<file path="src/rtl/lsu_align.sv">
`default_nettype none
// ============================================================================
// Module   : lsu_align
// Purpose  : Converts RV32I byte-addressed loads/stores into full-word dmem
//            reads/writes with read-modify-write and word-crossing splits.
// Revision : 1.0 - initial release
// ============================================================================
module lsu_align #(
    parameter int ADDR_W = 12
) (
    input  logic        clk,
    input  logic        rst_n,
    input  logic        req_valid,
    output logic        req_ready,
    input  logic        req_we,
    input  logic [2:0]  req_funct3,
    input  logic [31:0] req_addr,
    input  logic [31:0] req_wdata,
    output logic        resp_valid,
    output logic [31:0] resp_rdata,
    output logic        resp_fault,
    output logic [3:0]  wmem,
    output logic [4:0]  rmem,
    output logic [31:0] mem_addr,
    output logic [31:0] store_data,
    input  logic [31:0] load_data
);

    localparam logic [2:0] S_IDLE = 3'd0;
    localparam logic [2:0] S_RD0  = 3'd1;
    localparam logic [2:0] S_RD1  = 3'd2;
    localparam logic [2:0] S_WR0  = 3'd3;
    localparam logic [2:0] S_WR1  = 3'd4;
    localparam logic [2:0] S_RESP = 3'd5;

    localparam logic [4:0] c_RMEM_WORD = 5'b01111;
    localparam logic [3:0] c_WMEM_WORD = 4'b1111;

    logic [2:0]        r_state;
    logic              r_we;
    logic              r_fault;
    logic [2:0]        r_funct3;
    logic [1:0]        r_off;
    logic [ADDR_W-1:0] r_word;
    logic [31:0]       r_wdata;
    logic [31:0]       r_buf0;
    logic [31:0]       r_buf1;

    logic              w_req_fault;
    logic              w_req_full;
    logic [3:0]        w_size_mask;
    logic [7:0]        w_lane_mask;
    logic              w_cross;
    logic [ADDR_W-1:0] w_word1;
    logic [63:0]       w_wdata_sh;
    logic [31:0]       w_load_word;
    logic [31:0]       w_load_ext;
    logic              w_unused_addr;

    assign w_unused_addr = &{1'b0, req_addr[31:ADDR_W+2]};

    assign w_req_fault = (req_funct3 == 3'b011) || (req_funct3[2:1] == 2'b11);
    assign w_req_full  = req_we && (req_funct3[1:0] == 2'b10) && (req_addr[1:0] == 2'b00);

    always_comb begin
        case (r_funct3[1:0])
            2'b00:   w_size_mask = 4'b0001;
            2'b01:   w_size_mask = 4'b0011;
            default: w_size_mask = 4'b1111;
        endcase
    end

    // Byte lanes touched across the {w1, w0} pair; any upper-half lane means a split.
    assign w_lane_mask = {4'b0000, w_size_mask} << r_off;
    assign w_cross     = |w_lane_mask[7:4];
    assign w_word1     = r_word + ADDR_W'(1);
    assign w_wdata_sh  = {32'd0, r_wdata} << {r_off, 3'b000};
    assign w_load_word = 32'({r_buf1, r_buf0} >> {r_off, 3'b000});

    always_comb begin
        case (r_funct3[1:0])
            2'b00:   w_load_ext = {{24{~r_funct3[2] & w_load_word[7]}}, w_load_word[7:0]};
            2'b01:   w_load_ext = {{16{~r_funct3[2] & w_load_word[15]}}, w_load_word[15:0]};
            default: w_load_ext = w_load_word;
        endcase
    end

    always_ff @(posedge clk or negedge rst_n) begin
        if (!rst_n) begin
            r_state  <= S_IDLE;
            r_we     <= 1'b0;
            r_fault  <= 1'b0;
            r_funct3 <= 3'd0;
            r_off    <= 2'd0;
            r_word   <= '0;
            r_wdata  <= 32'd0;
            r_buf0   <= 32'd0;
            r_buf1   <= 32'd0;
        end else begin
            case (r_state)
                S_IDLE: begin
                    if (req_valid) begin
                        r_we     <= req_we;
                        r_fault  <= w_req_fault;
                        r_funct3 <= req_funct3;
                        r_off    <= req_addr[1:0];
                        r_word   <= req_addr[ADDR_W+1:2];
                        r_wdata  <= req_wdata;
                        if (w_req_fault)     r_state <= S_RESP;
                        else if (w_req_full) r_state <= S_WR0;
                        else                 r_state <= S_RD0;
                    end
                end
                S_RD0: begin
                    r_buf0 <= load_data;
                    if (w_cross)   r_state <= S_RD1;
                    else if (r_we) r_state <= S_WR0;
                    else           r_state <= S_RESP;
                end
                S_RD1: begin
                    r_buf1  <= load_data;
                    r_state <= r_we ? S_WR0 : S_RESP;
                end
                S_WR0:   r_state <= w_cross ? S_WR1 : S_RESP;
                S_WR1:   r_state <= S_RESP;
                S_RESP:  r_state <= S_IDLE;
                default: r_state <= S_IDLE;
            endcase
        end
    end

    always_comb begin
        req_ready  = (r_state == S_IDLE);
        resp_valid = 1'b0;
        resp_fault = 1'b0;
        resp_rdata = 32'd0;
        wmem       = 4'b0000;
        rmem       = 5'b00000;
        mem_addr   = 32'd0;
        store_data = 32'd0;
        case (r_state)
            S_RD0: begin
                rmem     = c_RMEM_WORD;
                mem_addr = {{(32-ADDR_W){1'b0}}, r_word};
            end
            S_RD1: begin
                rmem     = c_RMEM_WORD;
                mem_addr = {{(32-ADDR_W){1'b0}}, w_word1};
            end
            S_WR0: begin
                wmem     = c_WMEM_WORD;
                mem_addr = {{(32-ADDR_W){1'b0}}, r_word};
                for (int i = 0; i < 4; i++)
                    store_data[8*i +: 8] = w_lane_mask[i] ? w_wdata_sh[8*i +: 8] : r_buf0[8*i +: 8];
            end
            S_WR1: begin
                wmem     = c_WMEM_WORD;
                mem_addr = {{(32-ADDR_W){1'b0}}, w_word1};
                for (int i = 0; i < 4; i++)
                    store_data[8*i +: 8] = w_lane_mask[4+i] ? w_wdata_sh[32+8*i +: 8] : r_buf1[8*i +: 8];
            end
            S_RESP: begin
                resp_valid = 1'b1;
                resp_fault = r_fault;
                if (!r_we && !r_fault)
                    resp_rdata = w_load_ext;
            end
            default: ;
        endcase
    end

endmodule
`default_nettype wire

</file>
<file path="config.mk">
export PLATFORM = sky130hd
export DESIGN_NAME = lsu_align
export DESIGN_NICKNAME = d
export VERILOG_FILES = /design/src/rtl/lsu_align.sv
export SDC_FILE = /design/constraint.sdc
export NUM_CORES = 1
export LEC_CHECK = 0
export BUFFER_PORTS_ARGS = -buffer_cell sky130_fd_sc_hd__buf_2
export CAP_MARGIN = 20
export CELL_PAD_IN_SITES_DETAIL_PLACEMENT = 2
export CELL_PAD_IN_SITES_GLOBAL_PLACEMENT = 2
export CORE_UTILIZATION = 33
export CTS_BUF_LIST = sky130_fd_sc_hd__clkbuf_4
export DETAILED_ROUTE_END_ITERATION = 8
export PLACE_DENSITY = 0.81
export SYNTH_ARGS = -nofsm -noshare
export SYNTH_HDL_FRONTEND = slang
export SYNTH_SLANG_ARGS = --single-unit
</file>
<file path="constraint.sdc">
create_clock -name clk -period 2.3 [get_ports clk]
set_input_delay 0.46 -clock clk [delete_from_list [all_inputs] [get_ports clk]]
set_output_delay 0.46 -clock clk [all_outputs]
set_load 0.01 [all_outputs]
</file>
==> flow_summary.json <==
{
  "status": "finished with violations",
  "violations": "negative setup slack",
  "drtPass1Iterations": 5,
  "synthesis.area_mm2": 0.007581,
  "cp.required_ps": 1840,
  "cp_top_family": "flip-flops",
  "fin_skew_ps": 23.77,
  "core_mm2": 0.02257,
  "die_area_mm2": 0.02358,
  "critPathBufInv": 3,
  "path_cells": "buf_6 -> a21o_1 -> a22oi_2 -> buf_6 -> mux2i_2 -> o22ai_2 -> buf_2",
  "register_area_mm2": 0.002963,
  "via_per_inst": 6.219,
  "grt_max_degree": 37,
  "boundaryPins": 211,
  "numCtsBuffers": 17,
  "synth_cell_types": 52,
  "tightest_slew_ps": 534.7,
  "cts_sinks": 118,
  "leakage_nw": 5.000,
  "avgSynthCellArea_um2": 9.988,
  "post-synth-top-count-cell": "nand2_1",
  "start_kind": "register",
  "ys.warnings.count": 0,
  "gp_congestion": 0.8758,
  "synth_edf_count": 0,
  "htree_levels": 4,
  "dp_slack_ps": -224.1,
  "num_rows": 55,
  "p_per_area_mw_per_mm2": 1814,
  "nets": 1103,
  "arrival_ps": 2660,
  "cpMostUsedCell": "buf_6",
  "drtIter0Drc": 717,
  "root_buffer": "clkbuf_4",
  "critPathMaxFanout": 6,
  "synth_common_cells": "nand2_1, dfrtp_1, mux2_2, mux2i_1, a21oi_1",
  "drcViolationCount": 0,
  "wirelength_um": 43440,
  "clk_latency_ps": 600,
  "slowest_stage": "dfrtp_4",
  "ys_seq_area_frac": 0.3895,
  "rsz0062_at_grt": "yes",
  "die_height_um": 153.6,
  "clkTransAtPathRegs_ps": 140,
  "slew_violations": 0,
  "ys_ff_latch": 118,
  "routedWlPerCell_um": 33.39,
  "setup_violations": 84,
  "num_vias": 8091,
  "die_w_um": 153.6,
  "cap_violations": 0,
  "grt_usage": 0.3319,
  "hold_viol_final": 0,
  "multiInputGateArea_mm2": 0.005004,
  "antenna_found_initial": 4,
  "layout_setup_ws_ps": -816.1,
  "start_util": 0.3359,
  "overflow": 0,
  "synth_async_sr_flop_share": 1.000,
  "cp_slowest_stage_delay_ps": 560,
  "slew_headroom": 0.6408,
  "hp-class": "primary input to register",
  "cts_tree": "yes",
  "synthTopCellsByArea": "dfrtp_1, mux2_2, mux4_2",
  "place_area_mm2": 0.009021,
  "fin_crit_ps": 3116,
  "place_hpwl_um": 22770,
  "drive_above_1_share": 0.5642,
  "grt_pass1_vias": 8471,
  "fin_crit_sh": 1.355,
  "syn_inst": 759,
  "final_area_mm2": 0.01092,
  "netlist.area_leader.share": 0.3895,
  "numPortBuffers": 171,
  "drtAntennaViolNets": 0,
  "grt_pass1_wl_um": 57180,
  "hold_slack_ps": 56.58,
  "max-clock-path-buffers": 2,
  "synth-main-ff-cell": "dfrtp_1",
  "vdd_drop_max_uv": 515.7,
  "crit_path_end_kind": "output pin",
  "max_freq_mhz": 320.9,
  "fillers": 2300,
  "area_delta_synth_final_pct": 44.07,
  "post-synth-top-area-cell": "dfrtp_1",
  "critPathKind": "register to output pin"
}
==> report_power, final <==
part / internal [mW] / switching [mW] / total (mW)
registers: 3.14 / 1.96 / 5.10
logic: 6.04 / 6.86 / 12.9
clock network: 0.847 / 0.978 / 1.82
total: 10.0 / 9.79 / 19.8
==> registers in the layout, summed over array words and instances, names as in the netlist <==
signal and count:
r_buf0 32, r_buf1 32, r_fault 1, r_funct3 3
r_off 2, r_state 3, r_wdata 32, r_we 1
r_word 12
==> cells in the final DEF (no fill, tap or decap), types with 10 or more instances in the layout <==
| cell | netlist | routed |
|---|---|---|
| a21oi_1 | 37 | 17 |
| a21oi_2 | 0 | 18 |
| a221o_1 | 16 | 16 |
| buf_12 | 0 | 13 |
| buf_2 | 24 | 144 |
| buf_4 | 33 | 63 |
| buf_6 | 1 | 54 |
| clkbuf_4 | 0 | 17 |
| conb_1 | 1 | 21 |
| dfrtp_1 | 118 | 112 |
| mux2_2 | 91 | 85 |
| mux2i_1 | 51 | 28 |
| mux2i_2 | 0 | 11 |
| mux2i_4 | 0 | 12 |
| mux4_2 | 28 | 28 |
| nand2_1 | 157 | 143 |
| nand2_4 | 0 | 17 |
| nor2_1 | 30 | 18 |
| nor2_2 | 1 | 10 |
| o21ai_0 | 33 | 12 |
| o21ai_2 | 0 | 10 |
==> metal layers <==
| metal | track usage | up-vias | wire length (µm) |
|---|---|---|---|
| li1 | - | 3168 | - |
| met1 | 0.3975 | 4199 | 16540 |
| met2 | 0.5600 | 565 | 21080 |
| met3 | 0.08033 | 159 | 3420 |
| met4 | 0.1586 | 0 | 2406 |
| met5 | 0 | - | 0 |
==> metrics by stage <==
stage / power (mW) / utilization / std cells / TNS [ps]
CTS: 16.95 / 0.4565 / 1283 / -39950
global placement: 12.83 / 0.3997 / 1221 / -995.6
floorplan: 9.743 / - / 779 / 0
finish: 19.81 / 0.4839 / 1301 / -48670
global route: 20.20 / 0.4836 / 1299 / -49640
detailed placement: 13.33 / 0.3997 / 1221 / -2715
==> path summary, 6_finish.rpt <==
check,from,end,slack [ps],cells past startpoint
hold / removal,load_data[3],r_buf1[3],60,3
hold reg to reg,r_buf1[27],r_buf1[27],490,2
setup reg to reg,r_state[1],r_word[2],190,6
min in group asynchronous,rst_n,r_buf0[19],320,2
max in group asynchronous,rst_n,r_wdata[29],1250,3
setup / recovery,r_off[0],store_data[6],-820,7
==> cell type report <==
type | instances | share of cell area
Inverter | 6 | 0.002291
Clock inverter | 15 | 0.01707
Timing Repair Buffer | 283 | 0.2060
Antenna cell | 4 | 0.0009165
Clock buffer | 17 | 0.01169
Tap cell | 285 | 0.03265
Sequential cell | 118 | 0.2713
Multi-Input combinational cell | 573 | 0.4581
==> kinds of logic after synthesis <==
kind of cell             Yosys count  synth area share
buffers and inverters             88           0.06486
other                              1         0.0004947
multiplexers                     170            0.2857
AO/OA/AOI/OAI                    127            0.1083
adder cells (fa/ha/maj)            1          0.001650
flip-flops                       118            0.3895
AND/OR/NAND/NOR                  252            0.1472
XOR/XNOR                           2          0.002311
==> worst min-delay path: stages <==
cell     delay (ps)
buf_2            90
nand2_1          40
nand2_1          50
==> what timing repair did <==
action / CTS / global route
setup endpoints to repair: 84 / 85
endpoints found under the hold margin: 28 / 0
hold buffers: 1 / 0
buffers inserted: 24 / 17
cloned: 5 / 1
pin swaps: 45 / 16
resized for setup: 169 / 112
(Power assumes the default switching activity.)
